===== config.mk =====
export PLATFORM = sky130hd
export DESIGN_NAME = data_cache
export DESIGN_NICKNAME = d
export VERILOG_FILES = /design/src/rtl/data_cache.sv
export SDC_FILE = /design/constraint.sdc
export NUM_CORES = 2
export LEC_CHECK = 0
export ABC_AREA = 1
export ABC_CLOCK_PERIOD_IN_PS = 16800
export CORE_MARGIN = 2
export CORE_UTILIZATION = 45
export CTS_CLUSTER_DIAMETER = 100
export DETAILED_ROUTE_END_ITERATION = 10
export PLACE_DENSITY = 0.6
export RECOVER_POWER = 50
export SLEW_MARGIN = 0
export SYNTH_ARGS = -nofsm -noshare
export SYNTH_HDL_FRONTEND = slang
export SYNTH_SLANG_ARGS = --single-unit

===== constraint.sdc =====
create_clock -name CLK -period 16.8 [get_ports CLK]
set_clock_uncertainty 0.2 [all_clocks]
set_input_delay 3.36 -clock CLK [delete_from_list [all_inputs] [get_ports CLK]]
set_output_delay 3.36 -clock CLK [all_outputs]
set_load 0.02 [all_outputs]

===== src/rtl/data_cache.sv =====
// data_cache: direct-mapped, write-back, write-allocate data cache.
//
// Sits between the CPU memory stage and a word-block main memory. Hits
// retire in the same cycle; misses raise BUSYWAIT while an optional dirty
// victim is written back and the missing block is refilled.
//
// Ports:
//   CLK, RESET             clock (rising edge), async active-low reset
//   READ, WRITE            CPU load / store request (both high = store)
//   ADDRESS, WRITEDATA     byte address and store data
//   READDATA, BUSYWAIT     load data and stall back to the CPU
//   mem_read, mem_write    registered block read / write requests
//   mem_address            28-bit block address
//   mem_writedata          victim block, word 0 in [31:0]
//   mem_readdata           refill block, same packing
//   mem_busywait           main memory busy with the current request
//
// Optional feature: define DCACHE_STATS_EN to add miss_count and
// writeback_count outputs (free-running, wrap at 2^32).
module data_cache #(
    parameter int INDEX_BITS = 3,
    parameter int TAG_BITS   = 28 - INDEX_BITS
) (
    input  logic         CLK,
    input  logic         RESET,
    input  logic         READ,
    input  logic         WRITE,
    input  logic [31:0]  ADDRESS,
    input  logic [31:0]  WRITEDATA,
    output logic [31:0]  READDATA,
    output logic         BUSYWAIT,
    output logic         mem_read,
    output logic         mem_write,
    output logic [27:0]  mem_address,
    output logic [127:0] mem_writedata,
    input  logic [127:0] mem_readdata,
    input  logic         mem_busywait
`ifdef DCACHE_STATS_EN
    ,
    output logic [31:0]  miss_count,
    output logic [31:0]  writeback_count
`endif
);

    localparam int NUM_BLOCKS = 2 ** INDEX_BITS;

    typedef enum logic [1:0] {IDLE, WRITEBACK, FETCH, UPDATE} state_t;

    state_t                 state;
    logic [NUM_BLOCKS-1:0]  valid_q;
    logic [NUM_BLOCKS-1:0]  dirty_q;
    logic [TAG_BITS-1:0]    tag_mem  [NUM_BLOCKS];
    logic [3:0][31:0]       data_mem [NUM_BLOCKS];
    logic [3:0][31:0]       fill_buf;
    logic [31:0]            rd_hold;

    logic [INDEX_BITS-1:0]  idx;
    logic [TAG_BITS-1:0]    addr_tag;
    logic [1:0]             offset;
    logic                   access;
    logic                   hit;
    logic                   in_idle;
    logic                   rd_hit;
    logic                   wr_hit;
    logic [INDEX_BITS-1:0]  fill_idx;
    logic [TAG_BITS-1:0]    fill_tag;
    logic                   unused_addr_bits;

    assign idx      = ADDRESS[4 +: INDEX_BITS];
    assign addr_tag = ADDRESS[31 -: TAG_BITS];
    assign offset   = ADDRESS[3:2];
    assign unused_addr_bits = ^ADDRESS[1:0];

    assign access  = READ | WRITE;
    assign hit     = valid_q[idx] && (tag_mem[idx] == addr_tag);
    assign in_idle = (state == IDLE);
    // Simultaneous READ and WRITE is resolved as a store.
    assign rd_hit  = in_idle && hit && READ && !WRITE;
    assign wr_hit  = in_idle && hit && WRITE;

    // Gated by RESET so the stall drops together with an aborted miss.
    assign BUSYWAIT = RESET && access && !(in_idle && hit);

    // Load data is combinational on a hit and otherwise holds the last value.
    assign READDATA = rd_hit ? data_mem[idx][offset] : rd_hold;

    // The block being refilled is named by the registered request address,
    // so the install does not depend on the CPU still holding ADDRESS.
    assign fill_idx = mem_address[INDEX_BITS-1:0];
    assign fill_tag = mem_address[27 -: TAG_BITS];

    // Control state: FSM, valid/dirty bits, memory request registers.
    always_ff @(posedge CLK or negedge RESET) begin
        if (!RESET) begin
            state         <= IDLE;
            valid_q       <= '0;
            dirty_q       <= '0;
            mem_read      <= 1'b0;
            mem_write     <= 1'b0;
            mem_address   <= '0;
            mem_writedata <= '0;
            rd_hold       <= '0;
`ifdef DCACHE_STATS_EN
            miss_count      <= '0;
            writeback_count <= '0;
`endif
        end else begin
            if (rd_hit) rd_hold <= data_mem[idx][offset];
            case (state)
                IDLE: begin
                    if (access) begin
                        if (hit) begin
                            if (WRITE) dirty_q[idx] <= 1'b1;
                        end else if (valid_q[idx] && dirty_q[idx]) begin
                            state         <= WRITEBACK;
                            mem_write     <= 1'b1;
                            mem_address   <= {tag_mem[idx], idx};
                            mem_writedata <= data_mem[idx];
`ifdef DCACHE_STATS_EN
                            miss_count    <= miss_count + 32'd1;
`endif
                        end else begin
                            state       <= FETCH;
                            mem_read    <= 1'b1;
                            mem_address <= ADDRESS[31:4];
`ifdef DCACHE_STATS_EN
                            miss_count  <= miss_count + 32'd1;
`endif
                        end
                    end
                end
                WRITEBACK: begin
                    if (!mem_busywait) begin
                        state       <= FETCH;
                        mem_write   <= 1'b0;
                        mem_read    <= 1'b1;
                        mem_address <= ADDRESS[31:4];
`ifdef DCACHE_STATS_EN
                        writeback_count <= writeback_count + 32'd1;
`endif
                    end
                end
                FETCH: begin
                    if (!mem_busywait) begin
                        state    <= UPDATE;
                        mem_read <= 1'b0;
                    end
                end
                UPDATE: begin
                    valid_q[fill_idx] <= 1'b1;
                    dirty_q[fill_idx] <= 1'b0;
                    state             <= IDLE;
                end
                default: state <= IDLE;
            endcase
        end
    end

    // Storage arrays carry no reset; their contents are qualified by valid_q.
    // An aborted miss never reaches UPDATE, so no partial block is installed.
    always_ff @(posedge CLK) begin
        if (wr_hit) data_mem[idx][offset] <= WRITEDATA;
        if (state == FETCH && !mem_busywait) fill_buf <= mem_readdata;
        if (state == UPDATE) begin
            data_mem[fill_idx] <= fill_buf;
            tag_mem[fill_idx]  <= fill_tag;
        end
    end

endmodule


==> results.md <==
* Mapped cell area at just over 0.06 mm²
* DRC viols at 0
* Pin count of the biggest net entering global routing at roughly 160
* Top Ports at slightly below 400
* Finished Layout Cells at 7416
* Mean Syn Cell Area at 12.1 µm²
* Crit path launch type: input pin
* Origin of the critical flop-to-flop path: state[0]
* Cts hold-fix bufs at 0
* Share of cells above drive strength 1 at 8.58%
* Via count at 41730
* Post-Route Utilization at between 50% and 60%
* First-pass GRT wire length at 283000 µm
* PostCTS Resize Cnt at 0
* Mapped Cells at slightly above 5000
* Slew Viols, Final at 587
* CTS Root Cell: clkbuf_16
* Async set-reset flop share out of synthesis at 13.3%
* Kind of critical path: in -> out
* Slew @ Worst Pin at 5580 ps
* TritonCTS Sinks at 1560
* Antenna viol nets, final at 0
* Static Leak at 26.3 nW
* Nets at 5690
* Max FO, Critical Path at 102
* Die W at 375 µm
* DRT iter0 DRCs at 5346
* Yosys top cell by area: edfxtp_1
* Final period util at 76.4%
* Placed Cells at approximately 7100
* Post-synth net total at 5315
* Crit path DAT at 9270 ps
* Vias in the first global route at 39054
* Die height at 375 µm
* Sequential area share after synthesis at approximately three quarters
* Main synth FF type: edfxtp_1
* Worst vdd ir at 0.000100 V
* Worst-case clock buffer depth at 3
* Total gr overflow at 0
* PD cells at roughly 150 mW/mm²
* Die area at 0.141 mm²
* Outcome: finished, violations left
* Worst-path clk slew at 60 ps
* Worst r2r dst: data_mem[3][92]
* Setup WS post-layout at approximately 4000 ps
* CTS Buf Count at 162
* EDFF count, synth at around 1400
* Worst Path Required at around 13000 ps
* Postcts setup bufs at 0
* Pre-Repair DR Iteration Count at 7
* Total track usage at 28.4%
* Vias per cell at ~5.6
* Yosys reg bits at 1560
* Max Cap Violations at 15
* Fin. Hold Viols at 0
* Finished layout cell area at 0.0732 mm²
* Worst reg2reg path depth at 5
* Setup Total Neg Slack at 0 ps
* Main combinational cell family by area after synthesis: simple AND/OR/NAND/NOR gates
* Std cell rows at ~140
* Max Freq at 77.9 MHz
* Initial antenna violation count at 8
* Final Wtd Congestion at between 0.9 and 1
* HP Class: reg -> reg
* TritonCTS clock tree: built
* Synth Area in Simple Gates at 12.8%
* Setup violators final at 0
* R2R Setup Slk at 8020 ps
* H-tree levels at 4
* Number of buffers added on ports at roughly 390
* Post-synth top cells: edfxtp_1, nand2_1, nor2_1
* Post-synthesis mux area share at 0%
* WL/cell at around 27 µm
* Placed inst area at 0.0681 mm²
* Clock latency at the later pin of the worst-skew pair at 820 ps
* Starting Density at 45.3%
* Core area at 0.137 mm²
* Count leader, synth: edfxtp_1
* XOR/XNOR Fraction of Synth Area at 0%
* CP Capture Point: READDATA[14]
* Post-Synth Adder-Cell Area at 0.101%
* Synthesis-to-finish area growth at 17.9%
* Yosys top cell area share at 65.4%
* Synth area leaders: edfxtp_1, dfrtp_1, nand2_1, o21ai_0, nor2_1
* Crit. End Element: output pin
* DP Worst Slack at around 4000 ps
* Post-Route WL at between 200000 and 250000 µm
* Fin crit period at approximately 13000 ps
* Compound-cell area share of the yosys netlist at 9.76%
* Slew HR at -272%
* Failing checks: capacitance limit, slew limit
* Crit path launch: ADDRESS[5]
* RSZ-0062 raised after global routing: no
* Post-DP HPWL at 126000 µm
* Warnings from Yosys at 0
* Cell variety after synth at 41
## cell usage in the layout (no fill, tap or decap), types with 4 or more instances in the layout
master           Yosys  routed
dfrtp_1            208     208
clkinv_1             0      22
dlygate4sd3_1        0     129
o32ai_1             18      18
o21a_1              55      55
a21oi_1            109      77
o22ai_1             62      62
a21oi_4              0      32
clkbuf_8             0       6
clkdlybuf4s50_1      0     254
o221ai_1            26      25
nand2_1           1204    1203
nor2_1             571     557
buf_4               19      88
bufinv_16            0      10
edfxtp_1          1352    1352
clkinv_2             0      21
o211ai_1            70      70
nand3_1            116     116
nor2_4               1       5
o21ai_0            564     564
o21ai_2             21      21
a211o_1              6       6
inv_6                0       7
clkbuf_1           162      60
clkinvlp_4           0       8
a211oi_1            67      66
or2_2               63      63
o21ai_1             28      28
o21bai_1             7       7
clkbuf_16            0     168
nor3_1               9       9
nand4_1              9       9
inv_1              228     227
ha_1                 5       5
diode_2              0       4
nor2_2               4      14
nand2_2             13      14
## logic make-up (layout without fill, tap and decap cells)
group                    Yosys count  after routing
AO/OA/AOI/OAI                   1038           1038
adder cells (fa/ha/maj)            5              5
buffers and inverters            511           1016
flip-flops                      1560           1560
other                              0              4
AND/OR/NAND/NOR                 1999           1999
## power breakdown
group | internal, W | leakage (nW) | total [W] | switching [W]
sequential | 0.00493 | 14.7 | 0.00522 | 0.000295
clock | 0.00202 | 2.50 | 0.00352 | 0.00150
combinational | 0.000663 | 9.10 | 0.00218 | 0.00151
## worst min-delay path by stage
stage | end | cells past startpoint | start | slack, ps
after floorplan | valid_q[0] | 2 | valid_q[0] | 220
after global placement | valid_q[0] | 2 | valid_q[0] | 240
after detailed placement | valid_q[2] | 2 | valid_q[2] | 250
after CTS | valid_q[2] | 2 | valid_q[2] | 260
after global routing | valid_q[2] | 2 | valid_q[2] | 270
final | valid_q[2] | 2 | valid_q[2] | 260
## per-layer routing
metal,track usage [%],vias to the layer above,wire length (µm)
li1,-,18709,-
met1,39.3,20521,81400
met2,42.6,2141,88000
met3,7.81,359,22200
met4,11.8,0,9420
met5,0,-,0
## critical path, stage by stage
cell and delay [ps]:
clkdlybuf4s50_1 450, buf_4 300, inv_2 230, nor2_4 680
buf_12 630, nand3_1 140, nand2_1 110, nor2_1 100
nand2_1 100, nand2_1 60, inv_1 50, nand2_1 40
nor2_1 240, nand3_2 200, nor3_4 530, nand2_2 710
o21ai_1 560, clkdlybuf4s50_1 680
## layout make-up
type                    count  area [µm²]
multi-input cells        3042       14500
flip-flops and latches   1560       45800
clock inverters            73         703
repair buffers            488        4620
clock buffers             221        4460
diodes                      4        10.0
well taps                1794        2240
inverters                 234         895
fillers                 11716       63900
## flip-flops by register name, indices dropped and copies added, names as in the netlist
signal and cells:
data_mem 1024, tag_mem 200, mem_writedata 128, mem_write 1
mem_address 28, state 2, valid_q 8, fill_buf 128
dirty_q 8, mem_read 1, rd_hold 32
## through the flow
step           hold slack [ps]  total power, W
6_report                   257          0.0109
4_1_cts                    259          0.0110
5_1_grt                    275          0.0113
2_1_floorplan              224         0.00629
3_3_place_gp               239         0.00743
3_5_place_dp               246         0.00747
Power figures use the tool's default switching activity.
